**src/rtl/melody_sequencer.sv**
```systemverilog
// Melody table sequencer: walks {dur, div} entries from a synchronous ROM and
// gates a square-wave tone stage for dur beat ticks per note, with a silent gap between notes.
module melody_sequencer #(
  parameter int DIV_W     = 16,
  parameter int DUR_W     = 4,
  parameter int ADDR_W    = 5,
  parameter int TICK_DIV  = 4,
  parameter int GAP_TICKS = 1,
  parameter int LOOP      = 0
) (
  input  logic                   clk,
  input  logic                   rst_n,
  input  logic                   start,
  input  logic                   stop,
  output logic [ADDR_W-1:0]      rom_addr,
  input  logic [DUR_W+DIV_W-1:0] rom_data,
  output logic [DIV_W-1:0]       tone_div,
  output logic                   tone_en,
  output logic                   busy,
  output logic                   done
);

  localparam int TICK_W = $clog2(TICK_DIV);
  localparam int GAP_W  = (GAP_TICKS > 0) ? $clog2(GAP_TICKS + 1) : 1;
  localparam int BEAT_W = (DUR_W > GAP_W) ? DUR_W : GAP_W;

  localparam logic [TICK_W-1:0] TICK_LAST = TICK_W'(TICK_DIV - 1);
  localparam logic [BEAT_W-1:0] GAP_LOAD  = BEAT_W'(GAP_TICKS);
  localparam logic [ADDR_W-1:0] ADDR_LAST = {ADDR_W{1'b1}};

  typedef enum logic [2:0] {
    S_IDLE, S_FETCH, S_LOAD, S_PLAY, S_GAP, S_DONE
  } state_t;

  state_t              state_reg, state_next, adv_state;
  logic [ADDR_W-1:0]   addr_reg, addr_next;
  logic [DIV_W-1:0]    div_reg, div_next;
  logic                en_reg, en_next;
  logic                busy_reg, busy_next;
  logic                done_reg, done_next;
  logic [TICK_W-1:0]   tick_reg, tick_next;
  logic [BEAT_W-1:0]   beats_reg, beats_next;

  logic [DUR_W-1:0]    rom_dur;
  logic [DIV_W-1:0]    rom_div;
  logic                tick_hit;

  assign rom_dur  = rom_data[DUR_W+DIV_W-1:DIV_W];
  assign rom_div  = rom_data[DIV_W-1:0];
  assign tick_hit = (tick_reg == '0);

  always_ff @(posedge clk or negedge rst_n) begin
    if (!rst_n) begin
      state_reg <= S_IDLE;
      addr_reg  <= '0;
      div_reg   <= '0;
      en_reg    <= 1'b0;
      busy_reg  <= 1'b0;
      done_reg  <= 1'b0;
      tick_reg  <= TICK_LAST;
      beats_reg <= '0;
    end else begin
      state_reg <= state_next;
      addr_reg  <= addr_next;
      div_reg   <= div_next;
      en_reg    <= en_next;
      busy_reg  <= busy_next;
      done_reg  <= done_next;
      tick_reg  <= tick_next;
      beats_reg <= beats_next;
    end
  end

  always_comb begin
    state_next = state_reg;
    addr_next  = addr_reg;
    div_next   = div_reg;
    en_next    = en_reg;
    tick_next  = tick_reg;
    beats_next = beats_reg;
    // Leaving the last table slot either wraps around or finishes playback.
    adv_state  = (addr_reg == ADDR_LAST && LOOP == 0) ? S_DONE : S_FETCH;

    case (state_reg)
      S_IDLE, S_DONE: begin
        if (start) begin
          state_next = S_FETCH;
          addr_next  = '0;
        end
      end
      S_FETCH: state_next = S_LOAD;
      S_LOAD: begin
        if (rom_dur == '0) begin
          if (LOOP != 0 && addr_reg != '0) begin
            state_next = S_FETCH;
            addr_next  = '0;
          end else begin
            state_next = S_DONE;
          end
        end else begin
          state_next = S_PLAY;
          div_next   = rom_div;
          en_next    = (rom_div != '0);
          tick_next  = TICK_LAST;
          beats_next = BEAT_W'(rom_dur);
        end
      end
      S_PLAY, S_GAP: begin
        // The tick reload doubles as the entry reload for a following GAP.
        tick_next = tick_hit ? TICK_LAST : tick_reg - TICK_W'(1);
        if (tick_hit) begin
          if (beats_reg != BEAT_W'(1)) begin
            beats_next = beats_reg - BEAT_W'(1);
          end else if (state_reg == S_PLAY && GAP_TICKS > 0) begin
            state_next = S_GAP;
            en_next    = 1'b0;
            beats_next = GAP_LOAD;
          end else begin
            state_next = adv_state;
            en_next    = 1'b0;
            addr_next  = addr_reg + ADDR_W'(1);
          end
        end
      end
      default: state_next = S_IDLE;
    endcase

    if (stop) begin
      state_next = S_IDLE;
      addr_next  = '0;
      div_next   = div_reg;
      en_next    = 1'b0;
    end

    busy_next = (state_next != S_IDLE) && (state_next != S_DONE);
    done_next = (state_next == S_DONE) && (state_reg != S_DONE);
  end

  assign rom_addr = addr_reg;
  assign tone_div = div_reg;
  assign tone_en  = en_reg;
  assign busy     = busy_reg;
  assign done     = done_reg;

endmodule

```
**config.mk**
```make
export PLATFORM = sky130hd
export DESIGN_NAME = melody_sequencer
export DESIGN_NICKNAME = d
export VERILOG_FILES = /design/src/rtl/melody_sequencer.sv
export SDC_FILE = /design/constraint.sdc
export NUM_CORES = 1
export LEC_CHECK = 0
export ABC_AREA = 1
export CAP_MARGIN = 20
export CORE_MARGIN = 2
export CORE_UTILIZATION = 40
export CTS_BUF_LIST = sky130_fd_sc_hd__clkbuf_16
export CTS_CLUSTER_SIZE = 28
export DETAILED_ROUTE_END_ITERATION = 10
export GPL_ROUTABILITY_DRIVEN = 0
export PLACE_DENSITY = 0.68
export SLEW_MARGIN = 40
export SYNTH_ARGS = -nofsm -noshare
export SYNTH_HDL_FRONTEND = slang
export SYNTH_SLANG_ARGS = --single-unit
```
**constraint.sdc**
```tcl
create_clock -name clk -period 1.7 [get_ports clk]
set_input_delay 0.34 -clock clk [delete_from_list [all_inputs] [get_ports clk]]
set_output_delay 0.34 -clock clk [all_outputs]
set_load 0.03 [all_outputs]
```
==> results of run 1 <==
logic make-up (layout without fill, tap and decap cells):
logic type               count (synthesis)  count (layout)  share of synthesized area [%]
AO/OA/AOI/OAI                           19              19                          6.219
multiplexers                            15              15                          10.50
XOR/XNOR                                 1               1                         0.4838
AND/OR/NAND/NOR                        111             111                          27.44
buffers and inverters                   24              93                          6.150
adder cells (fa/ha/maj)                  5               5                          3.455
flip-flops                              33              33                          45.75
placed cells by master (no fill, tap or decap), types with 2 or more instances in the layout:
master	n
dfrtp_1	31
a21oi_1	6
buf_4	14
nor3_1	4
ha_1	5
nor2_1	25
buf_12	2
clkbuf_16	5
mux2_2	8
dlygate4sd2_1	4
mux2_4	6
nand2_2	4
clkdlybuf4s50_1	42
inv_1	21
inv_2	2
dfstp_2	2
o21ai_0	8
nand2_1	52
nand3_1	19
or2_2	2
metal layers:
metal | up-vias | track usage, %
met5 | - | 0
met4 | 0 | 5.660
met3 | 4 | 3.797
met2 | 27 | 31.38
met1 | 744 | 22.41
li1 | 814 | -
worst reg2reg max path, delay by kind of cell, from the launching register on:
family,cells,cell delay [ns]
compound gates,2,0.40
buf+inv,1,0.15
flops,1,0.45
simple gates,5,0.51
area by class of cell:
cell class,count,area [sq um],share of cell area [%]
clock inverter,3,15.01,0.5750
clock buffer,5,125.1,4.792
sequential,33,828.3,31.72
multi-input combinational,151,882.1,33.78
tap,52,65.06,2.492
timing repair buffer,63,613.1,23.48
inverter,22,82.58,3.162
repair_timing:
action	in CTS	in global routing
gates resized for setup	4	4
endpoints found under the setup margin	4	9
pin swaps	0	0
buffers inserted	0	1
power groups by stage:
stage               Clock, mW  Combinational (mW)  Sequential, mW
floorplan                   0               0.769            1.70
detailed placement          0                1.95            1.29
global route            0.907                2.13            1.33
finish                  0.848                1.97            1.29
CTS                     0.865                1.96            1.29
global placement            0                1.92            1.29
path summary, 6_finish.rpt:
check,startpoint,endpoint,cells past startpoint
setup / recovery,rom_data[19],tone_en,9
hold / removal,rst_n,tone_div[6],2
setup reg to reg,state_reg[0],tone_en,8
hold reg to reg,tick_reg[1],tick_reg[1],2
max in group asynchronous,rst_n,tick_reg[0],2
min in group clk,tick_reg[1],tick_reg[1],2
==> results.md, run 1 <==
- Status: completed
- CTS max path bufs: 2
- CTS Hold Buffers Added: 0
- CP Class: input port to flop
- Clock Sink Count: 33
- CP Launch Type: input port
- Design Area, Final: 0.002611 sq mm
- Reg2reg setup slack: 0.11 ns
- Library cells used by synthesis: 27
- Worst hold margin: 0.4414 ns
- Maximum clock rate: 604.7 MHz
- Synth top area cells: dfrtp_1 43%, nand2_1 11%, nand3_1 5.5%
- Net Sw Frac: 38.32%
- WL met1: 1.868 mm
- Crit-path cells: clkdlybuf4s50_1 -> nor2_1 -> nand2_1 -> nand2_2 -> buf_4 -> nand2_1 -> o21ai_0 -> nand2_1 -> o21ai_0
- # nets final: 305
- Layout Utilization: 59.97%
- Flop pwr share: 31.3%
- Max reg flops: 16
- Total power: 4.107 mW
- CP max stage cell: clkdlybuf4s50_1
- Area of the die: 0.005080 sq mm
- Yosys top cell area share: 42.85%
- Synth async-reset ratio: 100.0%
- Total gr overflow: 0
- Post-Syn Area: 0.001810 sq mm
- Row cnt: 24
- Fill cells: 391
- Met2 wire len: 2.131 mm
- Final setup vio count: 0
- DP HPWL: 3.147 mm
- Initial Utilization: 41.58%
- Placed cell area: 0.002455 sq mm
- Core ar.: 0.004354 sq mm
- Final wirelength: 4.164 mm
- Period minus WS final: 1.654 ns
- Leak: 1.301 nW
- Final WS setup: 0.04626 ns
- Die W: 71.28 um
- Synth top cells by count: 53 x nand2_1, 31 x dfrtp_1, 25 x nor2_1
- DP Worst Slack: -0.1347 ns
- Clk root buf: clkbuf_16
- PwrDens: 1573 mW/mm^2
- Comb pwr share: 48.1%
- Delay-heaviest family, CP: simple AND/OR/NAND/NOR gates
- Ports: 48
- Ratio of final minimum period to clock period: 97.28%
- Most common cell in the netlist: nand2_1
- Ys Warns: 0
- DRT antenna net count: 0
- Largest net degree at the start of global routing: 34
- Post-Synthesis Cells: 208
- Worst Path Max Fanout: 3
- CTS clk-pin slew, worst paths: 0.05 ns
- DRT iter0 DRCs: 99
- Clk pwr share: 20.6%
- Vias per cell: 4.830
- Detailed Routing Iterations Pass 1: 4
- Crit path top cell by count: nand2_1
- Worst min path class: input port to asynchronous set/reset pin
- Crit path DAT: 1.84 ns
- Gr usage total: 18.03%
- WL per Instance: 12.66 um
- Met3 WL: 121 um
- Sequential area share after synthesis: 45.75%
- Routed vias: 1589
- Clk_lat worst skew: 0.27 ns
- Mean Syn Cell Area: 8.704 sq um
- CP Capture Type: flop
- Max-slew violation count: 0
- TritonCTS clock tree: built
- Top sig layer: met4
- Area leader, netlist: dfrtp_1
- Number of max-cap violations: 0
- #FFs+latches synth: 33
- Antenna violations before repair: 0
- CP peak stage delay: 0.42 ns
- H-Tree Level Count: 2
- Slew headroom: 77.10%
- DR DRC count: 0
- P_int: 2.533 mW
- IO Port Bufs: 47
- Inst Count DP: 320
- Layout cells sized above 1: 18.41%
- Number of synthesized flops with an enable pin: 0
- Worst vdd ir: 0.7831 mV
- Layout Skew: 0.001433 ns
- Final Hold Vio Count: 0
- Primary FF master, synth: dfrtp_1
- Mapped Nets: 237
- Worst-margin pin slew: 0.3425 ns
- Sw power: 1.574 mW
- Required @ worst endpoint: 1.88 ns
- Worst path bufs/invs: 2
- Layout Cells excl Fill: 329
- Area Overhead vs Synth: 44.23%
- Ant. Diodes: 0
- Setup TNS: 0 ns
- First-pass GRT wire length: 7.231 mm
- RSZ-0062 raised after global routing: true
- CTS Buf Count: 5
- Number of global-route vias before repair: 1606
- Die Y: 71.28 um
Note: power is estimated with default switching activity, not from simulation.
==> inputs of run 2 (changes only) <==
Settings changed: ABC_AREA 1 to 0, CTS_CLUSTER_DIAMETER from default to 80.
==> results.md, run 2 <==
- Final WS setup: -0.04722 ns (was 0.04626 ns)
- Post-Syn Area: 0.001818 sq mm (was 0.001810 sq mm)
- Core ar.: 0.004354 sq mm (unchanged)
- RSZ-0062 raised after global routing: true (unchanged)
- Ratio of final minimum period to clock period: 102.8% (was 97.28%)
- Ant. Diodes: 0 (unchanged)
- Inst Count DP: 284 (was 320)
- Clk_lat worst skew: 0.28 ns (was 0.27 ns)
- Number of max-cap violations: 0 (unchanged)
- Die W: 71.42 um (was 71.28 um)
- Area Overhead vs Synth: 61.67% (was 44.23%)
- IO Port Bufs: 47 (unchanged)
- Final Hold Vio Count: 0 (unchanged)
- Maximum clock rate: 572.3 MHz (was 604.7 MHz)
- Worst vdd ir: 0.9610 mV (was 0.7831 mV)
- Library cells used by synthesis: 52 (was 27)
- Period minus WS final: 1.747 ns (was 1.654 ns)
- Mean Syn Cell Area: 11.29 sq um (was 8.704 sq um)
- Final setup vio count: 6 (was 0)
- DP Worst Slack: -0.5631 ns (was -0.1347 ns)
- DRT iter0 DRCs: 41 (was 99)
- Worst hold margin: 0.4278 ns (was 0.4414 ns)
- Gr usage total: 20.21% (was 18.03%)
- H-Tree Level Count: 2 (unchanged)
- Multi-input logic area: 0.001072 sq mm (was 882.1 sq um)
- Detailed Routing Iterations Pass 1: 4 (unchanged)
- # nets final: 276 (was 305)
- GR Layer Usage met2: 33.74% (was 31.38%)
- Met3 global-route usage: 5.204% (was 3.797%)
- Status: complete, but fails checks (was completed)
- Yosys top cell area share: 42.67% (was 42.85%)
- Most frequent cells in the layout: 36 x clkdlybuf4s50_1, 31 x dfrtp_1, 28 x buf_4 (was 52 x nand2_1, 42 x clkdlybuf4s50_1, 31 x dfrtp_1)
- PwrDens: 1168 mW/mm^2 (was 1573 mW/mm^2)
- Placed cell area: 0.002582 sq mm (was 0.002455 sq mm)
- Primary FF master, synth: dfrtp_1 (unchanged)
- Sequential area share after synthesis: 45.56% (was 45.75%)
- Synth top cells by count: 31 x dfrtp_1, 11 x mux2_1, 9 x nand2_1 (was 53 x nand2_1, 31 x dfrtp_1, 25 x nor2_1)
- Clock Sink Count: 33 (unchanged)
- DRT antenna net count: 0 (unchanged)
- Largest net degree at the start of global routing: 34 (unchanged)
- Synth top area cells: dfrtp_1 43%, mux2_1 6.8%, mux2_2 3.7% (was dfrtp_1 43%, nand2_1 11%, nand3_1 5.5%)
- Layout Cells excl Fill: 300 (was 329)
- Layout Skew: 0.004170 ns (was 0.001433 ns)
- Worst-margin pin slew: 0.3620 ns (was 0.3425 ns)
- TritonCTS clock tree: built (unchanged)
- Number of synthesized flops with an enable pin: 0 (unchanged)
- Setup TNS: -0.1266 ns (was 0 ns)
- First-pass GRT wire length: 7.976 mm (was 7.231 mm)
- Clk root buf: clkbuf_16 (unchanged)
- CP Class: flop to flop (was input port to flop)
- WL per Instance: 16.37 um (was 12.66 um)
- Crit path DAT: 1.91 ns (was 1.84 ns)
- Most common cell in the netlist: dfrtp_1 (was nand2_1)
- CTS Buf Count: 5 (unchanged)
- Met1 usage: 23.98% (was 22.41%)
- Worst R2R Path Depth: 5 (was 8)
- Failing checks: negative setup slack
- #FFs+latches synth: 33 (unchanged)
- Antenna violations before repair: 0 (unchanged)
- Routed vias: 1635 (was 1589)
- Post-Synthesis Cells: 161 (was 208)
- Number of global-route vias before repair: 1714 (was 1606)
- Design Area, Final: 0.002939 sq mm (was 0.002611 sq mm)
- Vias per cell: 5.450 (was 4.830)
- Register area: 828.3 sq um (unchanged)
- Synth async-reset ratio: 100.0% (unchanged)
- Fill cells: 304 (was 391)
- Total gr overflow: 0 (unchanged)
- Most common cell after layout, fill and taps aside: clkdlybuf4s50_1 (was nand2_1)
- Leak: 1.333 nW (was 1.301 nW)
- CTS clk-pin slew, worst paths: 0.05 ns (about the same)
- Die Y: 71.42 um (was 71.28 um)
- Max-slew violation count: 0 (unchanged)
- Max reg flops: 16 (unchanged)
- Ports: 48 (unchanged)
- Final wirelength: 4.911 mm (was 4.164 mm)
- Ys Warns: 0 (unchanged)
- Area leader, netlist: dfrtp_1 (unchanged)
- Mapped Nets: 190 (was 237)
- CP Launch Type: flop (was input port)
- Initial Utilization: 41.75% (was 41.58%)
- Area of the die: 0.005100 sq mm (was 0.005080 sq mm)
- CTS max path bufs: 2 (unchanged)
- DP HPWL: 3.434 mm (was 3.147 mm)
- Most used routing layer: met2 (unchanged)
- Required @ worst endpoint: 1.86 ns (was 1.88 ns)
- Worst min path class: input port to asynchronous set/reset pin (unchanged)
- CP Capture Type: flop (unchanged)
- Worst Path Max Fanout: 5 (was 3)
- Slew headroom: 75.83% (was 77.10%)
- Layout cells sized above 1: 35.08% (was 18.41%)
- Row cnt: 24 (unchanged)
- DR DRC count: 0 (unchanged)
[run 2: cell types whose count changed after synthesis, sizes merged, moves of 4 or more]
cell,previous run,this run
nand2,56,10
inv,22,7
o211ai,0,4
nand3,21,5
buf,1,6
nor4,0,5
nor2b,0,4
nor2,26,2
[run 2: stage by stage]
step / util (%) / power, mW
global route: 67.50 / 3.592
detailed placement: 59.31 / 2.438
finish: 67.50 / 3.433
CTS: 64.57 / 3.376
floorplan: - / 1.811
global placement: 59.31 / 2.392
[run 2: per-layer routing]
| metal | up-vias | routed length [um] |
|---|---|---|
| li1 | 787 | - |
| met1 | 789 | 2001 |
| met2 | 43 | 2517 |
| met3 | 16 | 237 |
| met4 | 0 | 155 |
| met5 | - | 0 |
[run 2: power by group]
part           switching (mW)  total (mW)  leakage, nW  internal (mW)
Combinational           0.718        1.44        0.852          0.718
Sequential              0.123        1.12        0.410           1.00
Clock                   0.336       0.872       0.0712          0.536
[run 2: area by class of cell]
| class | count | share of cell area, % |
|---|---|---|
| flip-flops and latches | 33 | 28.18 |
| clock buffers | 5 | 4.257 |
| clock inverters | 3 | 0.5960 |
| inverters | 7 | 0.8940 |
| repair buffers | 84 | 27.37 |
| multi-input cells | 116 | 36.48 |
| well taps | 52 | 2.214 |
[run 2: final timing paths]
| kind | startpoint | to | slack, ns |
|---|---|---|---|
| min in group clk | tone_div[15] | tone_div[15] | 0.49 |
| hold / removal | rst_n | busy | 0.43 |
| setup / recovery | state_reg[2] | beats_reg[1] | -0.05 |
| setup reg to reg | state_reg[2] | beats_reg[1] | -0.05 |
| max in group asynchronous | rst_n | tick_reg[1] | 1.02 |
| hold reg to reg | tone_div[15] | tone_div[15] | 0.49 |
[run 2: critical path, stage by stage, from the launching register on]
cell and delay [ns]:
dfrtp_1 0.39, buf_6 0.13, or3b_4 0.39, o21a_1 0.19, o21a_1 0.22, mux2_4 0.31
[run 2: cell families (layout without fill, tap and decap cells)]
kind of cell | Yosys count | in the layout | synth area share (%)
mux | 19 | 19 | 11.63
simple gates | 51 | 52 | 18.79
compound gates | 40 | 40 | 17.28
fa+ha+maj | 5 | 5 | 3.441
buf+inv | 13 | 99 | 3.303
flops | 33 | 33 | 45.56
[run 2: what timing repair did]
item | in CTS | in global routing
pin swaps | 8 | 10
gates cloned | 1 | 0
hold buffers | 0 | 0
setup buffers | 4 | 3
endpoints found under the setup margin | 32 | 25
gates resized for setup | 20 | 23
endpoints found under the hold margin | 0 | 0
